**src/rtl/freq_div_ctrl_pkg.sv**
```systemverilog
// Shared definitions for the freq_div_ctrl run-time clock divider controller.
// State encodings are fixed so legacy tooling and logs decode them unchanged.
package freq_div_ctrl_pkg;

  localparam logic [1:0] ST_IDLE     = 2'd0;
  localparam logic [1:0] ST_RUN      = 2'd1;
  localparam logic [1:0] ST_STOPPING = 2'd2;

endpackage

```
**src/rtl/div_half_cnt.sv**
```systemverilog
// Half-period counter: counts while enabled and pulses o_wrap on the last cycle
// of a level (count == half-1), restarting from zero on the following edge.
module div_half_cnt #(
  parameter int unsigned WIDTH = 16
) (
  input  logic             i_clk,
  input  logic             i_rst_n,
  input  logic             i_en,
  input  logic             i_clr,
  input  logic [WIDTH-1:0] i_half,
  output logic             o_wrap
);

  logic [WIDTH-1:0] r_count;
  logic             w_at_last;

  assign w_at_last = (r_count == (i_half - WIDTH'(1)));
  assign o_wrap    = i_en && w_at_last;

  always_ff @(posedge i_clk or negedge i_rst_n) begin
    if (!i_rst_n) begin
      r_count <= '0;
    end else if (i_clr || o_wrap) begin
      r_count <= '0;
    end else if (i_en) begin
      r_count <= r_count + WIDTH'(1);
    end
  end

endmodule

```
**src/rtl/freq_div_ctrl.sv**
```systemverilog
// Run-time controller for a divide-by-2*half clock generator: start/stop,
// N-period bursts and glitch-free half-period reprogramming via a shadow register.
module freq_div_ctrl
  import freq_div_ctrl_pkg::*;
#(
  parameter int unsigned WIDTH        = 16,
  parameter int unsigned DEFAULT_HALF = 5,
  parameter int unsigned BURST_W      = 8
) (
  input  logic               CLK_IN,
  input  logic               RST_N,
  input  logic               START,
  input  logic               STOP,
  input  logic [BURST_W-1:0] BURST_LEN,
  input  logic               CFG_WE,
  input  logic [WIDTH-1:0]   CFG_HALF,
  output logic               CFG_ERR,
  output logic               CLK_OUT,
  output logic               TICK,
  output logic               BUSY,
  output logic               DONE
);

  logic [1:0]         r_state;
  logic               r_clk_out;
  logic               r_tick;
  logic               r_done;
  logic               r_cfg_err;
  logic [WIDTH-1:0]   r_half;
  logic [WIDTH-1:0]   r_shadow;
  logic               r_pend;
  logic [BURST_W-1:0] r_remain;

  logic w_idle;
  logic w_cnt_en;
  logic w_wrap;
  logic w_cfg_ok;
  logic w_apply;

  assign w_idle   = (r_state == ST_IDLE);
  assign w_cnt_en = !w_idle;
  assign w_cfg_ok = CFG_WE && (CFG_HALF != '0);
  // Shadow reaches the live half-period only at a level boundary, or at once when idle.
  assign w_apply  = r_pend && (w_idle || w_wrap);

  div_half_cnt #(
    .WIDTH (WIDTH)
  ) u_cnt (
    .i_clk   (CLK_IN),
    .i_rst_n (RST_N),
    .i_en    (w_cnt_en),
    .i_clr   (w_idle),
    .i_half  (r_half),
    .o_wrap  (w_wrap)
  );

  always_ff @(posedge CLK_IN or negedge RST_N) begin
    if (!RST_N) begin
      r_state   <= ST_IDLE;
      r_clk_out <= 1'b0;
      r_tick    <= 1'b0;
      r_done    <= 1'b0;
      r_cfg_err <= 1'b0;
      r_half    <= WIDTH'(DEFAULT_HALF);
      r_shadow  <= WIDTH'(DEFAULT_HALF);
      r_pend    <= 1'b0;
      r_remain  <= '0;
    end else begin
      r_tick    <= 1'b0;
      r_done    <= 1'b0;
      r_cfg_err <= CFG_WE && !w_cfg_ok;
      if (w_cfg_ok) begin
        r_shadow <= CFG_HALF;
      end
      if (w_apply) begin
        r_half <= r_shadow;
      end
      r_pend <= w_cfg_ok || (r_pend && !w_apply);

      case (r_state)
        ST_IDLE: begin
          r_clk_out <= 1'b0;
          if (START && !STOP) begin
            r_state  <= ST_RUN;
            r_remain <= BURST_LEN;
          end
        end
        ST_RUN: begin
          if (w_wrap) begin
            // STOP on a boundary ends here: a fall completes the period, a rise is suppressed.
            if (STOP) begin
              r_state   <= ST_IDLE;
              r_clk_out <= 1'b0;
              r_done    <= 1'b1;
            end else if (!r_clk_out) begin
              r_clk_out <= 1'b1;
              r_tick    <= 1'b1;
            end else begin
              r_clk_out <= 1'b0;
              if (r_remain != '0) begin
                r_remain <= r_remain - BURST_W'(1);
                if (r_remain == BURST_W'(1)) begin
                  r_state <= ST_IDLE;
                  r_done  <= 1'b1;
                end
              end
            end
          end else if (STOP) begin
            r_state <= ST_STOPPING;
          end
        end
        ST_STOPPING: begin
          if (w_wrap) begin
            r_state   <= ST_IDLE;
            r_clk_out <= 1'b0;
            r_done    <= 1'b1;
          end
        end
        default: begin
          r_state   <= ST_IDLE;
          r_clk_out <= 1'b0;
        end
      endcase
    end
  end

  assign CLK_OUT = r_clk_out;
  assign TICK    = r_tick;
  assign BUSY    = !w_idle;
  assign DONE    = r_done;
  assign CFG_ERR = r_cfg_err;

endmodule
```
**config.mk**
```make
export PLATFORM = sky130hd
export DESIGN_NAME = freq_div_ctrl
export DESIGN_NICKNAME = d
export VERILOG_FILES = /design/src/rtl/freq_div_ctrl_pkg.sv /design/src/rtl/div_half_cnt.sv /design/src/rtl/freq_div_ctrl.sv
export SDC_FILE = /design/constraint.sdc
export NUM_CORES = 1
export LEC_CHECK = 0
export ABC_AREA = 1
export ABC_CLOCK_PERIOD_IN_PS = 4700
export CELL_PAD_IN_SITES_DETAIL_PLACEMENT = 2
export CELL_PAD_IN_SITES_GLOBAL_PLACEMENT = 2
export CORE_UTILIZATION = 37
export CTS_CLUSTER_DIAMETER = 30
export CTS_CLUSTER_SIZE = 30
export DETAILED_ROUTE_END_ITERATION = 10
export PLACE_DENSITY = 0.85
export SETUP_SLACK_MARGIN = 0.2
export SYNTH_ARGS = -nofsm -noshare
export SYNTH_HDL_FRONTEND = slang
export SYNTH_SLANG_ARGS = --single-unit
```
**constraint.sdc**
```tcl
create_clock -name CLK_IN -period 4.7 [get_ports CLK_IN]
set_input_delay 0.94 -clock CLK_IN [delete_from_list [all_inputs] [get_ports CLK_IN]]
set_output_delay 0.94 -clock CLK_IN [all_outputs]
set_load 0.1 [all_outputs]
```
* Word level (Yosys, flattened, before mapping)
Cells that the tools add are included.
Operators by class: $add $sub $neg 3, equality and inequality tests 15, muxes and demuxes 31, reduce and logical (&&, ||, !) cells 19
Operator list (count):
- $mux 8 | 5
- $mux 16 | 2
- $add 16x1->16 const B | 1
- $eq 16x16->1 | 1
- $mux 2 | 8
- $pmux 8 s2 | 1
- $reduce_bool 16->1 | 1
- $sub 16x1->16 const B | 1
- $mux 1 | 12
- $reduce_and 6->1 | 2
- $ne 2x2->1 const B | 5
- $ne 3x3->1 const B | 3
- $eq 8x1->1 const B | 1
- $reduce_bool 8->1 | 1
- $sub 8x1->8 const B | 1
- $logic_and 1x1->1 | 6
- $pmux 2 s3 | 1
- $logic_not 1->1 | 4
- $ne 2x1->1 const B | 2
- $pmux 1 s2 | 2
- $ne 3x2->1 const B | 1
- $eq 2x1->1 const B | 1
- $eq 2x2->1 const B | 1
- $logic_not 2->1 | 1
- other kinds (3) | 4
Storage, ports and cells: register bits after elaboration 63, input port bits 29, output and inout port bits 5, logic and storage cells 78

* Logic depth before layout (Yosys ltp)
depth after elaboration 8, depth in mapped cells 17, mapped depth without buffers 16

* Hierarchy
A second synthesis with hierarchy kept.
Second synthesis, totals: cells, all modules 556, area total of the unflattened synthesis 3950.0 µm²
Modules (own cells, without submodules):
- freq_div_ctrl | instances 1, cells each 284, area an instance 2272.2 µm², seq. area each 1181.1 µm²
- div_half_cnt | instances 1, cells each 272, area an instance 1677.9 µm², seq. area each 400.4 µm²

* Worst setup path before layout
OpenSTA, ideal clock, no wires.
path kind register to register, start register r_state[0], end register r_remain[6], setup time 0.077 ns, data arrival time 2.315 ns, data required time 4.623 ns, slack 2.308 ns, cell stages (with the launch flop) 10, path buffers 1, clock period less this slack 2.392 ns, path through dfrtp_1 inv_1 ha_1 clkinv_1 a21oi_1 nor2_1 nand2_4 buf_6 nor2_1 a21oi_1
Between the ends: cells in the longest elaborated chain, start to end 5, elaborated cells on any way between the ends 12, those cells by class 6 x eq/ne; 1 x mux; 5 x reduce/logical
Ends and longest elaborated chain:
- start, declared | RTL line freq_div_ctrl.sv:24 | logic [1:0] r_state;
- start signal, assigned | RTL line freq_div_ctrl.sv:59 | r_state <= ST_IDLE;
- start signal, assigned | RTL line freq_div_ctrl.sv:84 | r_state <= ST_RUN;
- start signal, assigned | RTL line freq_div_ctrl.sv:92 | r_state <= ST_IDLE;
- $logic_not 2->1 | RTL line freq_div_ctrl.sv:40 | assign w_idle = (r_state == ST_IDLE);
- $logic_not 1->1
- named net BUSY | RTL line freq_div_ctrl.sv:20 | output logic BUSY,
- $logic_and 1x1->1 | RTL line div_half_cnt.sv:18 | assign o_wrap = i_en && w_at_last;
- $ne 2x1->1 (no line)
- $reduce_and 6->1 (no line)
- end signal, assigned | RTL line freq_div_ctrl.sv:101 | r_remain <= r_remain - BURST_W'(1);
- end, declared | RTL line freq_div_ctrl.sv:32 | logic [BURST_W-1:0] r_remain;
The timed path passes the listed nets, and every way through them passes these cells. A chain may end at the register's enable or synchronous reset.

* Worst setup path after layout
start register r_state[0], end output BUSY
Between the ends: cells in the longest elaborated chain, start to end 2
Ends and longest elaborated chain:
- $logic_not 2->1 | RTL line freq_div_ctrl.sv:40
- $logic_not 1->1 | RTL line freq_div_ctrl.sv:129 | assign BUSY = !w_idle;
- end, declared | RTL line freq_div_ctrl.sv:20
Every way passes these cells.

==> flow_summary.ini <==
[critical_path]
worstPathCellList = inv_1 > ha_1 > clkinv_1 > clkdlybuf4s50_1
critPathRequiredTime_ps = 3760
cp_num_buf_inv = 3
crit_type = reg2out
cpPeakStageDelay_ps = 1200
cp_slowest_cell = clkdlybuf4s50_1
worstPathArrival_ps = 2480
worstPathMaxFanout = 8
cp-start-kind = register
end_kind = output port
crit_family = buffers and inverters

[synth]
yosysSeqAreaShare_pct = 42.6
synth-async-reset-ratio_pct = 100
synthTopCellsByCount = 112 x nand2_1, 59 x dfrtp_1, 58 x inv_1, 58 x nor2_1, 34 x nand3_1
synth_top_area_cell = dfrtp_1
yosysMostFrequentCell = nand2_1
syn_inst = 467
synthTopCellsByArea = dfrtp_1 40%, nand2_1 11%, inv_1 5.9%
yosysTopAreaCellShare_pct = 39.8
synth_ff_type = dfrtp_1
synth_nets = 503
ys_warn_count = 0
ys_seq_elements = 63
synth_edf_count = 0
syn_area_um2 = 3710
synth_cell_type_count = 35
syn_area_per_cell_um2 = 7.95

[floorplan]
die_area_um2 = 10400
ios = 34
core_area_um2 = 9730
die-height_um = 102
die_w_um = 102
initial_utilization_pct = 38.2
rows = 36

[sta]
rsz0062_at_grt = false
setup_tns_ps = 0
fmax_mhz = 292
timing.final.crit_share_pct = 72.8
whs_ps = 491
hold_viol = 0
maxSlewViolCount = 0
clock_skew_ps = 14.0
setup_ws_ps = 1280
slew_headroom_pct = 29.9
setup_viol_count_final = 0
worst_pin_slew_ps = 1050
timing.final.crit_period_ps = 3420

[clock_tree]
clockRootBuffer = clkbuf_8
postCtsHoldBufs = 0
clkSinkCount = 63
clk_path_buf_depth = 2
cts_tree = yes
cts_resized = 0
htree_levels = 3
clkLatencyLatePin_ps = 360
postCtsSetupBuffers = 0
clk_pin_slew_ps = 70
numCtsBuffers = 9

[route]
drtPass1Iterations = 4
wirelength_mm = 11.3
drcViolationCount = 0
drt_iter0_markers = 90
post_drt_wl_per_cell_um = 17.5
vias = 3278
antenna_left = 0
vias_per_cell = 5.10

[global_route]
grt_max_degree = 64
grt_pass1_vias = 3637
grt_antenna_before_repair = 0
grt_use_total_pct = 23.7
overflow = 0
grt_pass1_wl_mm = 18.5

[placed_design]
dpl.hpwl_mm = 8.22
placed_cells = 627
io_buffers = 33
place.gp.congestion = 0.783
pre_cts_ws_ps = 1420

[run_status]
status = finished, final reports clean

[cells_and_area]
stdcell_count = 643
area_delta_synth_final_pct = 18.1
drive_gt1_share_pct = 12.9
diodes = 0
nNetsFinal = 541

[power_and_ir_drop]
cellPowerDensity_nw_per_um2 = 617
ir_drop_v = 0.000226
p_leak_nw = 2.03
fin_total_pwr_mw = 2.71

[min_path]
hold_class = reg2reg

[run]
maxCapViolations = 0
[layout make-up]
| type | instances | area [µm²] |
|---|---|---|
| clock buffers | 13 | 169 |
| clock inverters | 3 | 65.1 |
| fillers | 1125 | 5340 |
| inverters | 59 | 221 |
| multi-input cells | 338 | 1850 |
| flip-flops and latches | 63 | 1580 |
| well taps | 133 | 166 |
| repair buffers | 34 | 333 |
[tightest hold or removal path: stages, from the launching register on]
cell	delay, ps
dfrtp_1	350
nand2_1	70
o21ai_2	50
[worst paths after layout]
path,start,to,slack (ps),cells past startpoint
worst max-delay path,r_state[0],BUSY,1280,4
worst min-delay path,r_shadow[13],r_half[13],490,2
worst max register to register,r_half[0],r_half[5],1460,15
worst min register to register,r_shadow[13],r_half[13],490,2
max in group asynchronous,RST_N,u_cnt.r_count[13],3400,2
min in group asynchronous,RST_N,r_shadow[1],760,2
[sequential cells by signal, summed over array words and instances, names as in the netlist]
name,cells
CFG_ERR,1
CLK_OUT,1
r_half,16
r_shadow,16
r_state,2
TICK,1
r_pend,1
u_cnt.r_count,16
DONE,1
r_remain,8
[cells in the final DEF (no fill, tap or decap), types with 7 or more instances in the layout]
cell type	count
nor3b_1	7
nor2_1	58
mux2_2	16
clkbuf_8	12
clkdlybuf4s50_1	32
a21oi_1	14
nand2_1	112
inv_1	58
xnor2_1	8
nor3_1	9
o21ai_2	14
ha_1	7
xor2_1	9
nand3_1	34
dfrtp_1	59
o21ai_0	15
[metal layers]
layer	GRT usage [%]	up-vias	wire length, µm
met1	29.7	1658	5220
li1	-	1581	-
met2	41.5	27	5730
met4	8.46	0	131
met5	0	-	0
met3	3.63	12	175
[power breakdown]
part	total [mW]	switching [mW]	internal, mW
clock network	0.576	0.234	0.342
logic	1.29	0.880	0.405
registers	0.844	0.151	0.692
total	2.71	1.27	1.44
[metrics by stage]
stage          util (%)  area, µm²
6_report           45.1       4390
4_1_cts            45.1       4390
2_1_floorplan         -       3710
3_3_place_gp       42.7       4150
3_5_place_dp       42.7       4150
5_1_grt            45.1       4390
[logic make-up (layout without fill, tap and decap cells)]
kind of cell / Yosys count / in the layout / share of synthesized area (%)
AOI/OAI and AO/OA: 50 / 50 / 8.73
buffers and inverters: 66 / 109 / 7.58
DFF: 63 / 63 / 42.6
xor gates and xnor gates: 17 / 17 / 4.01
adders and majority gates: 7 / 7 / 2.36
muxes: 16 / 16 / 4.85
and+or+nand+nor: 248 / 248 / 29.9
No activity file was read; power rests on OpenSTA's default activity.
